**src/rtl/mux9_frame_scanner_pkg.sv**
```systemverilog
// Shared constants and state type for the 9-slot selector frame scanner.
package mux9_frame_scanner_pkg;

  localparam int unsigned NSLOT     = 9;
  localparam int unsigned W         = 4;
  localparam int unsigned LAST_SLOT = NSLOT - 1;
  localparam int unsigned FRAME_W   = NSLOT * W;

  typedef enum logic {
    StIdle,
    StScan
  } state_e;

endpackage

```
**src/rtl/mux9_frame_scanner_if.sv**
```systemverilog
// Control, selector and frame signals between a scanner and its user/selector.
interface mux9_frame_scanner_if;
  import mux9_frame_scanner_pkg::*;

  logic               start;
  logic               abort;
  logic               cont;
  logic [W-1:0]       y_in;
  logic [W-1:0]       sel;
  logic               busy;
  logic               done;
  logic               frame_valid;
  logic [FRAME_W-1:0] frame_out;

  modport master (
    output start, abort, cont, y_in,
    input  sel, busy, done, frame_valid, frame_out
  );

  modport slave (
    input  start, abort, cont, y_in,
    output sel, busy, done, frame_valid, frame_out
  );

endinterface

```
**src/rtl/mux9_dwell_cnt.sv**
```systemverilog
// Per-slot dwell counter; tick_o marks the last cycle of a slot's dwell.
module mux9_dwell_cnt #(
  parameter int unsigned DWELL = 2
) (
  input  logic clk,
  input  logic rst,
  input  logic clr_i,
  input  logic en_i,
  output logic tick_o
);

  localparam logic [7:0] CntLast = 8'(DWELL - 1);

  logic [7:0] cnt_q, cnt_d;

  always_comb begin
    tick_o = (cnt_q == CntLast);
    cnt_d  = cnt_q;
    if (clr_i) begin
      cnt_d = '0;
    end else if (en_i) begin
      cnt_d = tick_o ? 8'd0 : cnt_q + 8'd1;
    end
  end

  always_ff @(posedge clk) begin
    if (rst) begin
      cnt_q <= '0;
    end else begin
      cnt_q <= cnt_d;
    end
  end

endmodule

```
**src/rtl/mux9_frame_scanner.sv**
```systemverilog
// Steps a 9:1 selector through all slots and packs the sampled nibbles into one frame.
module mux9_frame_scanner
  import mux9_frame_scanner_pkg::*;
#(
  parameter int unsigned DWELL = 2
) (
  input logic                  clk,
  input logic                  rst,
  mux9_frame_scanner_if.slave  bus
);

  localparam logic [W-1:0] SelLast = W'(LAST_SLOT);
  localparam logic [W-1:0] SelOne  = W'(1);

  state_e             state_q;
  logic [W-1:0]       sel_q;
  logic [FRAME_W-1:0] shadow_q;
  logic [FRAME_W-1:0] frame_q;
  logic               busy_q, done_q, valid_q;
  logic               tick;
  logic [FRAME_W-1:0] shadow_merged;

  mux9_dwell_cnt #(
    .DWELL (DWELL)
  ) u_dwell_cnt (
    .clk    (clk),
    .rst    (rst),
    .clr_i  ((state_q == StIdle) || bus.abort),
    .en_i   (state_q == StScan),
    .tick_o (tick)
  );

  // Current sample folded in, so the final nibble reaches frame_out on the capture edge.
  always_comb begin
    shadow_merged = shadow_q;
    shadow_merged[int'(sel_q) * W +: W] = bus.y_in;
  end

  always_ff @(posedge clk) begin
    if (rst) begin
      state_q  <= StIdle;
      sel_q    <= '0;
      shadow_q <= '0;
      frame_q  <= '0;
      busy_q   <= 1'b0;
      done_q   <= 1'b0;
      valid_q  <= 1'b0;
    end else begin
      done_q <= 1'b0;
      unique case (state_q)
        StIdle: begin
          sel_q  <= '0;
          busy_q <= 1'b0;
          if (bus.start && !bus.abort) begin
            state_q  <= StScan;
            busy_q   <= 1'b1;
            shadow_q <= '0;
          end
        end
        StScan: begin
          if (bus.abort) begin
            state_q  <= StIdle;
            sel_q    <= '0;
            busy_q   <= 1'b0;
            shadow_q <= '0;
          end else if (tick) begin
            shadow_q <= shadow_merged;
            if (sel_q == SelLast) begin
              frame_q <= shadow_merged;
              done_q  <= 1'b1;
              valid_q <= 1'b1;
              sel_q   <= '0;
              if (!bus.cont) begin
                state_q <= StIdle;
                busy_q  <= 1'b0;
              end
            end else begin
              sel_q <= sel_q + SelOne;
            end
          end
        end
        default: state_q <= StIdle;
      endcase
    end
  end

  assign bus.sel         = sel_q;
  assign bus.busy        = busy_q;
  assign bus.done        = done_q;
  assign bus.frame_valid = valid_q;
  assign bus.frame_out   = frame_q;

endmodule
```
**src/flat_wrapper.sv**
```systemverilog
// flat-port wrapper written by rule: the top's interface ports become plain ports
module mux9_frame_scanner_flat import mux9_frame_scanner_pkg::*;
#(
  parameter int unsigned DWELL = 2
)
  (clk, rst, bus_start, bus_abort, bus_cont, bus_y_in, bus_sel, bus_busy, bus_done, bus_frame_valid, bus_frame_out);
  mux9_frame_scanner_if bus_i ();
  input logic clk;
  input logic rst;
  input wire logic [$bits(bus_i.start)-1:0] bus_start;
  input wire logic [$bits(bus_i.abort)-1:0] bus_abort;
  input wire logic [$bits(bus_i.cont)-1:0] bus_cont;
  input wire logic [$bits(bus_i.y_in)-1:0] bus_y_in;
  output wire logic [$bits(bus_i.sel)-1:0] bus_sel;
  output wire logic [$bits(bus_i.busy)-1:0] bus_busy;
  output wire logic [$bits(bus_i.done)-1:0] bus_done;
  output wire logic [$bits(bus_i.frame_valid)-1:0] bus_frame_valid;
  output wire logic [$bits(bus_i.frame_out)-1:0] bus_frame_out;
  assign bus_i.start = bus_start;
  assign bus_i.abort = bus_abort;
  assign bus_i.cont = bus_cont;
  assign bus_i.y_in = bus_y_in;
  assign bus_sel = bus_i.sel;
  assign bus_busy = bus_i.busy;
  assign bus_done = bus_i.done;
  assign bus_frame_valid = bus_i.frame_valid;
  assign bus_frame_out = bus_i.frame_out;
  mux9_frame_scanner #(.DWELL(DWELL)) u_core (.clk(clk), .rst(rst), .bus(bus_i));
endmodule
```
**config.mk**
```make
export PLATFORM = sky130hd
export DESIGN_NAME = mux9_frame_scanner_flat
export DESIGN_NICKNAME = d
export VERILOG_FILES = /design/src/rtl/mux9_frame_scanner_pkg.sv /design/src/rtl/mux9_frame_scanner_if.sv /design/src/rtl/mux9_dwell_cnt.sv /design/src/rtl/mux9_frame_scanner.sv /design/src/flat_wrapper.sv
export SDC_FILE = /design/constraint.sdc
export NUM_CORES = 1
export LEC_CHECK = 0
export CORE_ASPECT_RATIO = 0.8
export CORE_UTILIZATION = 40
export DETAILED_ROUTE_END_ITERATION = 16
export PLACE_DENSITY = 0.73
export SYNTH_ARGS = -nofsm -noshare
export SYNTH_HDL_FRONTEND = slang
export SYNTH_SLANG_ARGS = --single-unit
```
**constraint.sdc**
```tcl
create_clock -name clk -period 4.7 [get_ports clk]
set_input_delay 0.94 -clock clk [delete_from_list [all_inputs] [get_ports clk]]
set_output_delay 0.94 -clock clk [all_outputs]
set_load 0.03 [all_outputs]
```
==> flow_summary.toml, run 1 <==
[placement]
numPortBuffers = 51
place_congestion = 0.851
place_hpwl_um = 6360

[clock_network]
cts-root-buf = "clkbuf_16"
post_cts_buffers = 0
htreeDepth = 3
cts.sink_count = 88
cts.hold.buffers_added = 0
path_clk_slew_ps = 70
cts_resized = 0
numCtsBuffers = 9
cts_tree = "yes"
clk_path_buf_depth = 2
clk_latency_ps = 340

[sta]
fmax_mhz = 325
finClkSkew_ps = 8.35
rsz0062_at_grt = "no"
tightest_slew_ps = 1050
hold_viol = 0
finalSetupTns_ps = 0
slew_headroom_pct = 29.8
period_minus_slack_ps = 3080
finalCritPeriodShare_pct = 65.5
setup_viol = 0
drv_slew = 0

[floorplanning]
die_h_um = 88.6
io_pins = 52
dieArea_mm2 = 0.00977
coreArea_mm2 = 0.00908
die_x_um = 110
rows = 31
initial_core_util_pct = 41.3

[logic_synthesis]
post-synth-top-count-cell = "dfxtp_1"
syn_inst = 404
synthFlopType = "dfxtp_1"
synth_area_leaders = "dfxtp_1 47%, a211oi_1 6.6%, o2bb2ai_1 5.4%"
avgSynthCellArea_um2 = 9.28
synth_commonest_cells = "88 x dfxtp_1, 47 x nor2_1, 33 x a211oi_1"
synth-async-reset-ratio_pct = 0
synth_cell_types = 49
synth_fp_nets = 420
ys_seq_elements = 88
netlist_area_mm2 = 0.00375
synth_edf_count = 0
yosysWarnings = 0
yosysTopAreaCellShare_pct = 47.0
synth_top_area_cell = "dfxtp_1"
ys_seq_area_share_pct = 47.0

[finish]
antenna_cells = 0
multi_input_area_mm2 = 0.00183
syn2layout_area_growth_pct = 22.8
layout-drive-gt1-share_pct = 6.01
fillers = 854
final_core_util_pct = 50.7
nets = 460
regArea_mm2 = 0.00176

[power_and_ir_drop]
powerDensity_mw_per_mm2 = 317
p_leak_uw = 0.00149
peakVddDrop_uv = 157

[worst_setup_path]
cp-start-kind = "flop"
cp.arrival_ps = 3280
crit_type = "flop to flop"
end_kind = "flop"
cp_max_fo = 16
required_ps = 4910

[global_route]
grtUsageTotal_pct = 19.9
grt_start_max_net_pins = 62
overflow = 0
antenna_found_initial = 0
grt_first_pass_wirelength_um = 14700
grt_pass1_vias = 2985

[run_status]
status = "finished, final reports clean"

[flow_run]
cap_violations = 0

[route]
drc_errors = 0
vias = 3210
dr.pass1.iters = 4
vias_per_cell = 5.69
ant_nets = 0
wl_per_cell_um = 16.2
routed_wl_um = 9160
drtIter0Drc = 244

[worst_hold_path]
min_path_type = "flop to flop"
-- through the flow --
stage          power (uW)  hold WS, ps  worst slack, ps  std cells  instance area (um2)
4_1_cts              1470          461             1660        564                 4600
2_1_floorplan         788          423             2020        404                 3750
3_3_place_gp          803          430             1620        548                 4320
6_report             1460          458             1620        564                 4600
5_1_grt              1510          477             1380        564                 4600
3_5_place_dp          804          446             1580        548                 4320
-- final cells by class --
cell class	count	share of cell area [%]
clock buffers	10	4.97
repair buffers	55	11.7
inverters	13	1.06
well taps	115	3.12
clock inverters	6	1.11
multi-input cells	277	39.7
flip-flops and latches	88	38.3
-- report_power, final --
part	internal [uW]	switching [uW]
registers	746	1.52
logic	12.9	26.8
clock network	366	308
total	1130	337
-- placed cells by master (no fill, tap or decap), types with 7 or more instances in the layout --
| master | Yosys | final |
|---|---|---|
| nor2_1 | 47 | 47 |
| clkdlybuf4s50_1 | 0 | 51 |
| ha_1 | 7 | 7 |
| inv_1 | 13 | 13 |
| o2bb2ai_1 | 23 | 23 |
| nor3_1 | 7 | 7 |
| nand2_1 | 26 | 26 |
| a211oi_1 | 33 | 33 |
| dfxtp_1 | 88 | 88 |
| nand3_1 | 13 | 13 |
| mux2i_1 | 17 | 17 |
| clkbuf_16 | 0 | 9 |
| a21oi_1 | 23 | 23 |
-- cell families after synthesis --
kind of cell / after synthesis / share of synthesized area (%)
multiplexers: 17 / 4.54
AND/OR/NAND/NOR: 130 / 17.5
AO/OA/AOI/OAI: 116 / 22.8
adder cells (fa/ha/maj): 7 / 2.34
buffers and inverters: 39 / 4.24
flip-flops: 88 / 47.0
XOR/XNOR: 7 / 1.64
-- final timing paths --
kind / from / to / slack (ps) / cells after the start
min reg2reg: u_core.bus.frame_out[1]$_SDFFE_PP0P_ / u_core.bus.frame_out[1]$_SDFFE_PP0P_ / 460 / 2
max reg2reg: u_core.bus.sel[0]$_SDFFE_PP0P_ / u_core.shadow_q[35]$_SDFFE_PP0P_ / 1620 / 6
max: u_core.bus.sel[0]$_SDFFE_PP0P_ / u_core.shadow_q[35]$_SDFFE_PP0P_ / 1620 / 6
min: u_core.bus.frame_out[1]$_SDFFE_PP0P_ / u_core.bus.frame_out[1]$_SDFFE_PP0P_ / 460 / 2
-- worst max-delay path, cell delays in order (launching register included) --
cell and delay (ps):
dfxtp_1 590, inv_1 170, ha_1 440, or4b_2 800
a21o_1 280, a211oi_1 510, o2bb2ai_1 150
-- registers in the layout, summed over array words and instances (netlist names) --
signal and cells:
u_core.shadow_q 36, u_core.u_dwell_cnt.cnt_q 8, u_core.bus.frame_out 36, u_core.bus.busy 1
u_core.bus.frame_valid 1, u_core.state_q 1, u_core.bus.done 1, u_core.bus.sel 4
-- per-layer routing --
metal	up-vias	wire, um	track usage [%]
met5	-	0	0
met4	0	157	8.13
met3	14	537	4.64
met2	97	4090	30.9
met1	1536	4370	26.6
li1	1563	-	-
(Power assumes the default switching activity.)
==> run 2, diff against run 1 <==
==> constraint.sdc (replaced) <==
create_clock -name clk -period 3.16 [get_ports clk]
set_input_delay 0.632 -clock clk [delete_from_list [all_inputs] [get_ports clk]]
set_output_delay 0.632 -clock clk [all_outputs]
set_load 0.03 [all_outputs]
==> run 2 against run 1 <==
Net effect: setup slack lost 1400 ps; maximum frequency rose by 6.3%; power grew 55%; cell count rose by 0.89%; core utilization grew 0.95 points; critical path depth unchanged; clock skew shrank 1.7 ps; clock power up 63%; global-route usage fell by 0.25 points; register-to-register slack lost 1400 ps; critical path type unchanged; critical endpoint is now u_core.shadow_q[34]$_SDFFE_PP0P_.
==> flow_summary.toml, run 2 (synthesized netlist as in run 1, its figures left out) <==
[worst_setup_path]
path_cells = "nor3_1, ha_1, or4b_2, a21o_1, a211oi_1, o2bb2ai_1"
critPathMaxStageDelay_ps = 750
cp_max_fo = 11
cp-start-kind = "flop"
crit_type = "flop to flop"
required_ps = 3360
end_kind = "flop"
cp.arrival_ps = 3090
cp_slowest_cell = "or4b_2"

[finish]
nets = 465
final_common_cell = "dfxtp_1"
layout-drive-gt1-share_pct = 7.49
fillers = 819
syn2layout_area_growth_pct = 25.1
antenna_cells = 0
final_cell_mix = "87 x dfxtp_1, 51 x clkdlybuf4s50_1, 47 x nor2_1"

[floorplanning]
rows = 31
dieArea_mm2 = 0.00977
initial_core_util_pct = 41.3
die_x_um = 110
die_h_um = 88.6
io_pins = 52
coreArea_mm2 = 0.00908

[sta]
finalCritPeriodShare_pct = 91.6
finalSetupTns_ps = 0
period_minus_slack_ps = 2900
slew_headroom_pct = 45.1
worst_slack_ps = 265
setup_viol = 0
tightest_slew_ps = 819
rsz0062_at_grt = "no"
drv_slew = 0
hold_viol = 0
fmax_mhz = 345
finClkSkew_ps = 6.70

[placement]
numPortBuffers = 51
place_hpwl_um = 6140
place_congestion = 0.881
place_ws_ps = 238

[global_route]
grt_first_pass_wirelength_um = 14700
grt_pass1_vias = 3036
overflow = 0
use_met1_pct = 27.0
met2_usage_pct = 31.1
grt_start_max_net_pins = 62
use_met3_pct = 4.20
grtUsageTotal_pct = 19.6
antenna_found_initial = 0
top_usage_layer = "met2"

[route]
drtIter0Drc = 154
wl_per_cell_um = 15.8
routed_wl_um = 9010
ant_nets = 0
vias_per_cell = 5.51
vias = 3138
dr.pass1.iters = 4
drc_errors = 0

[clock_network]
htreeDepth = 3
cts.hold.buffers_added = 0
cts_tree = "yes"
numCtsBuffers = 9
cts-root-buf = "clkbuf_16"
clk_latency_ps = 330
clk_path_buf_depth = 2
path_clk_slew_ps = 70
cts.sink_count = 88

[worst_hold_path]
min_path_type = "flop to flop"

[power_and_ir_drop]
peakVddDrop_uv = 288
powerDensity_mw_per_mm2 = 484
p_leak_uw = 0.00153

[run_status]
status = "finished, final reports clean"

[flow_run]
cap_violations = 0
run 2: cell type report:
cell class	instances	area (um2)	area share [%]
repair buffers	60	591	12.6
clock inverters	5	62.6	1.33
multi-input cells	277	1830	39.0
clock buffers	11	253	5.39
well taps	115	144	3.07
flip-flops and latches	88	1760	37.6
inverters	13	48.8	1.04
run 2: where the power goes:
| part | switching [uW] | internal, uW | total (uW) |
|---|---|---|---|
| clock network | 437 | 661 | 1100 |
| logic | 40.1 | 20.2 | 60.4 |
| registers | 2.51 | 1110 | 1110 |
run 2: per-layer routing:
layer  up-vias  share of wire, %
met5         -                 0
met4         0              0.97
met3         6               5.6
met2        83                45
met1      1481                48
li1       1568                 -
run 2: repair_timing:
item	in CTS	in global routing
endpoints found under the setup margin	0	2
setup buffers	0	0
gates resized for setup	0	1
hold endpoints to repair	0	0
run 2: final timing paths:
kind	startpoint	end	slack, ps	cells after the start
worst max register to register	u_core.bus.sel[2]$_SDFFE_PP0P_	u_core.shadow_q[34]$_SDFFE_PP0P_	260	6
worst max-delay path	u_core.bus.sel[2]$_SDFFE_PP0P_	u_core.shadow_q[34]$_SDFFE_PP0P_	260	6
worst min-delay path	u_core.bus.frame_out[2]$_SDFFE_PP0P_	u_core.bus.frame_out[2]$_SDFFE_PP0P_	460	2
worst min register to register	u_core.bus.frame_out[2]$_SDFFE_PP0P_	u_core.bus.frame_out[2]$_SDFFE_PP0P_	460	2
run 2: worst max-delay path, delay by kind of cell, from the launching register on:
family / cells / cell delay [ps]
flip-flops: 1 / 580
AO/OA/AOI/OAI: 3 / 910
adder cells (fa/ha/maj): 1 / 380
AND/OR/NAND/NOR: 2 / 880
run 2: per-stage QoR:
stage	power [uW]	instance area (um2)	std cells	hold WS, ps	utilization [%]
5_1_grt	2350	4690	569	472	51.7
3_3_place_gp	1200	4370	553	431	48.2
2_1_floorplan	1170	3750	404	423	-
4_1_cts	2300	4690	569	457	51.7
6_report	2270	4690	569	458	51.7
3_5_place_dp	1200	4370	553	445	48.2
==> run 3, diff against run 2 <==
--- a/config.mk
+++ b/config.mk
@@ -11,4 +11,5 @@
 export PLACE_DENSITY = 0.73
 export SYNTH_ARGS = -nofsm -noshare
 export SYNTH_HDL_FRONTEND = slang
+export SYNTH_HIERARCHICAL = 1
 export SYNTH_SLANG_ARGS = --single-unit
==> run 3 against run 2 <==
Net effect: final area is 0.32% lower; first-iteration DRC count is 71% higher; core utilization is 0.38 points lower; power is 5.5% lower; non-clock buffer count is 1 higher; die area is 0.92% higher; combinational power is 26% higher; clock skew is 0.90 ps higher; critical path type unchanged; largest cell class unchanged; highest routed layer unchanged.
==> flow_summary.toml, run 3 <==
[run_status]
status = "finished, final reports clean"

[logic_synthesis]
synth_top_area_cell = "dfxtp_1"
yosysWarnings = 6
ys_seq_area_share_pct = 46.5
yosysTopAreaCellShare_pct = 46.5
synth_edf_count = 0
avgSynthCellArea_um2 = 9.14
ys_seq_elements = 88
synth-async-reset-ratio_pct = 0
synthFlopType = "dfxtp_1"
synth_cell_types = 48
synth_commonest_cells = "88 x dfxtp_1, 45 x nand2_1, 32 x nand3_1"
post-synth-top-count-cell = "dfxtp_1"
syn_inst = 414
synth_area_leaders = "dfxtp_1 47%, a22o_1 5.8%, nand2_1 4.5%"
netlist_area_mm2 = 0.00378
synth_fp_nets = 429

[power_and_ir_drop]
power_uw = 2150
peakVddDrop_uv = 327
powerDensity_mw_per_mm2 = 459
p_leak_uw = 0.00155

[route]
dr.pass1.iters = 5
wl_per_cell_um = 15.8
ant_nets = 0
vias = 3287
routed_wl_um = 9220
drc_errors = 0
drtIter0Drc = 263
vias_per_cell = 5.65

[finish]
layout-drive-gt1-share_pct = 8.57
final_core_util_pct = 51.3
final_common_cell = "dfxtp_1"
syn2layout_area_growth_pct = 23.5
final_cell_mix = "88 x dfxtp_1, 51 x clkdlybuf4s50_1, 45 x nand2_1"
layoutNonFillerInstCount = 582
nets = 477
antenna_cells = 0

[clock_network]
cts.sink_count = 88
cts_tree = "yes"
clk_latency_ps = 340
htreeDepth = 3
clk_path_buf_depth = 2
cts.hold.buffers_added = 0
cts-root-buf = "clkbuf_16"
numCtsBuffers = 9
path_clk_slew_ps = 60

[floorplanning]
die_x_um = 111
initial_core_util_pct = 41.5
coreArea_mm2 = 0.00911
rows = 31
io_pins = 52
dieArea_mm2 = 0.00986
die_h_um = 89.0

[placement]
place_hpwl_um = 6450
numPortBuffers = 51
dp.cells = 566
place_congestion = 0.857

[sta]
slew_headroom_pct = 54.8
finalCritPeriodShare_pct = 90.7
fmax_mhz = 349
finalSetupTns_ps = 0
tightest_slew_ps = 678
drv_slew = 0
period_minus_slack_ps = 2870
setup_viol = 0
rsz0062_at_grt = "no"
hold_viol = 0
finClkSkew_ps = 7.60

[worst_setup_path]
crit_type = "flop to flop"
required_ps = 3450
path_cells = "ha_1, or4b_4, nor4_1, and3b_1, buf_4, o211ai_1, a31oi_1, a22o_1"
worst-path-buf-inv = 1
crit_family = "simple AND/OR/NAND/NOR gates"
cp_max_fo = 29
cp_slowest_cell = "or4b_4"
cp.arrival_ps = 3150
end_kind = "flop"
critPathMaxStageDelay_ps = 480
cp-start-kind = "flop"

[worst_hold_path]
min_path_type = "flop to flop"

[global_route]
overflow = 0
antenna_found_initial = 0
grtUsageTotal_pct = 19.2
grt_first_pass_wirelength_um = 14800
grt_start_max_net_pins = 35
grt_pass1_vias = 3034

[flow_run]
cap_violations = 0
==> run 3: cell count changes in the layout (fill, tap and decap cells not counted), sizes merged, moves of 5 or more <==
cell,change
mux2,+5
nor2,-30
nand2,+19
a22o,+21
and2,-6
mux2i,-6
a211oi,-28
nand3b,+6
o21ai,+19
nand3,+19
o2bb2ai,-20
==> run 3: metrics by stage <==
| stage | cell area, um2 | hold slack, ps | setup slack [ps] |
|---|---|---|---|
| 6_report | 4680 | 456 | 293 |
| 5_1_grt | 4680 | 469 | 58.4 |
| 4_1_cts | 4670 | 455 | 291 |
| 3_5_place_dp | 4400 | 446 | 296 |
| 3_3_place_gp | 4400 | 441 | 387 |
| 2_1_floorplan | 3780 | 427 | 418 |
==> run 3: power by group <==
part | internal [uW] | switching [uW] | total (uW) | leakage, uW
logic | 25.1 | 50.9 | 75.9 | 0.000716
clock network | 552 | 406 | 958 | 0.000130
registers | 1110 | 2.64 | 1110 | 0.000709
total | 1690 | 460 | 2150 | 0.00155
==> run 3: cell type report <==
type | instances | area [um2]
clock buffer | 13 | 250
tap | 115 | 144
timing repair buffer | 61 | 586
multi-input combinational | 287 | 1860
inverter | 15 | 60.1
fill | 805 | 4440
clock inverter | 3 | 17.5
sequential | 88 | 1760
==> run 3: what timing repair did <==
action,CTS,global route
gates resized for setup,0,1
hold endpoints to repair,0,0
buffers inserted,0,0
endpoints found under the setup margin,0,4
==> run 3: worst paths after layout <==
| path | slack (ps) | depth (start not counted) | to | start |
|---|---|---|---|---|
| max | 290 | 8 | u_core/shadow_q[11]$_SDFFE_PP0P_ | u_core/u_dwell_cnt/cnt_q[0]$_SDFFE_PP0P_ |
| min reg2reg | 460 | 2 | u_core/bus.frame_out[24]$_SDFFE_PP0P_ | u_core/bus.frame_out[24]$_SDFFE_PP0P_ |
| max reg2reg | 290 | 8 | u_core/shadow_q[11]$_SDFFE_PP0P_ | u_core/u_dwell_cnt/cnt_q[0]$_SDFFE_PP0P_ |
| min | 460 | 2 | u_core/bus.frame_out[24]$_SDFFE_PP0P_ | u_core/bus.frame_out[24]$_SDFFE_PP0P_ |
==> run 3: layer usage <==
layer | wire (um) | share of wire, % | vias to the layer above | global-route usage (%)
met3 | 689 | 7.5 | 14 | 6.64
met4 | 143 | 1.6 | 0 | 7.15
met1 | 4340 | 47 | 1542 | 24.6
li1 | - | - | 1614 | -
met5 | 0 | 0 | - | 0
met2 | 4050 | 44 | 117 | 30.4
==> run 3: worst min-delay path, stage by stage, from the launching register on <==
cell and delay [ps]:
dfxtp_1 320, nand2_1 50, o21ai_0 50
==> run 3: kinds of logic after synthesis <==
group,Yosys count,synth area share [%]
AND/OR/NAND/NOR,152,21.5
AO/OA/AOI/OAI,108,20.0
flip-flops,88,46.5
buffers and inverters,39,4.50
multiplexers,16,4.40
adder cells (fa/ha/maj),6,1.98
XOR/XNOR,5,1.16
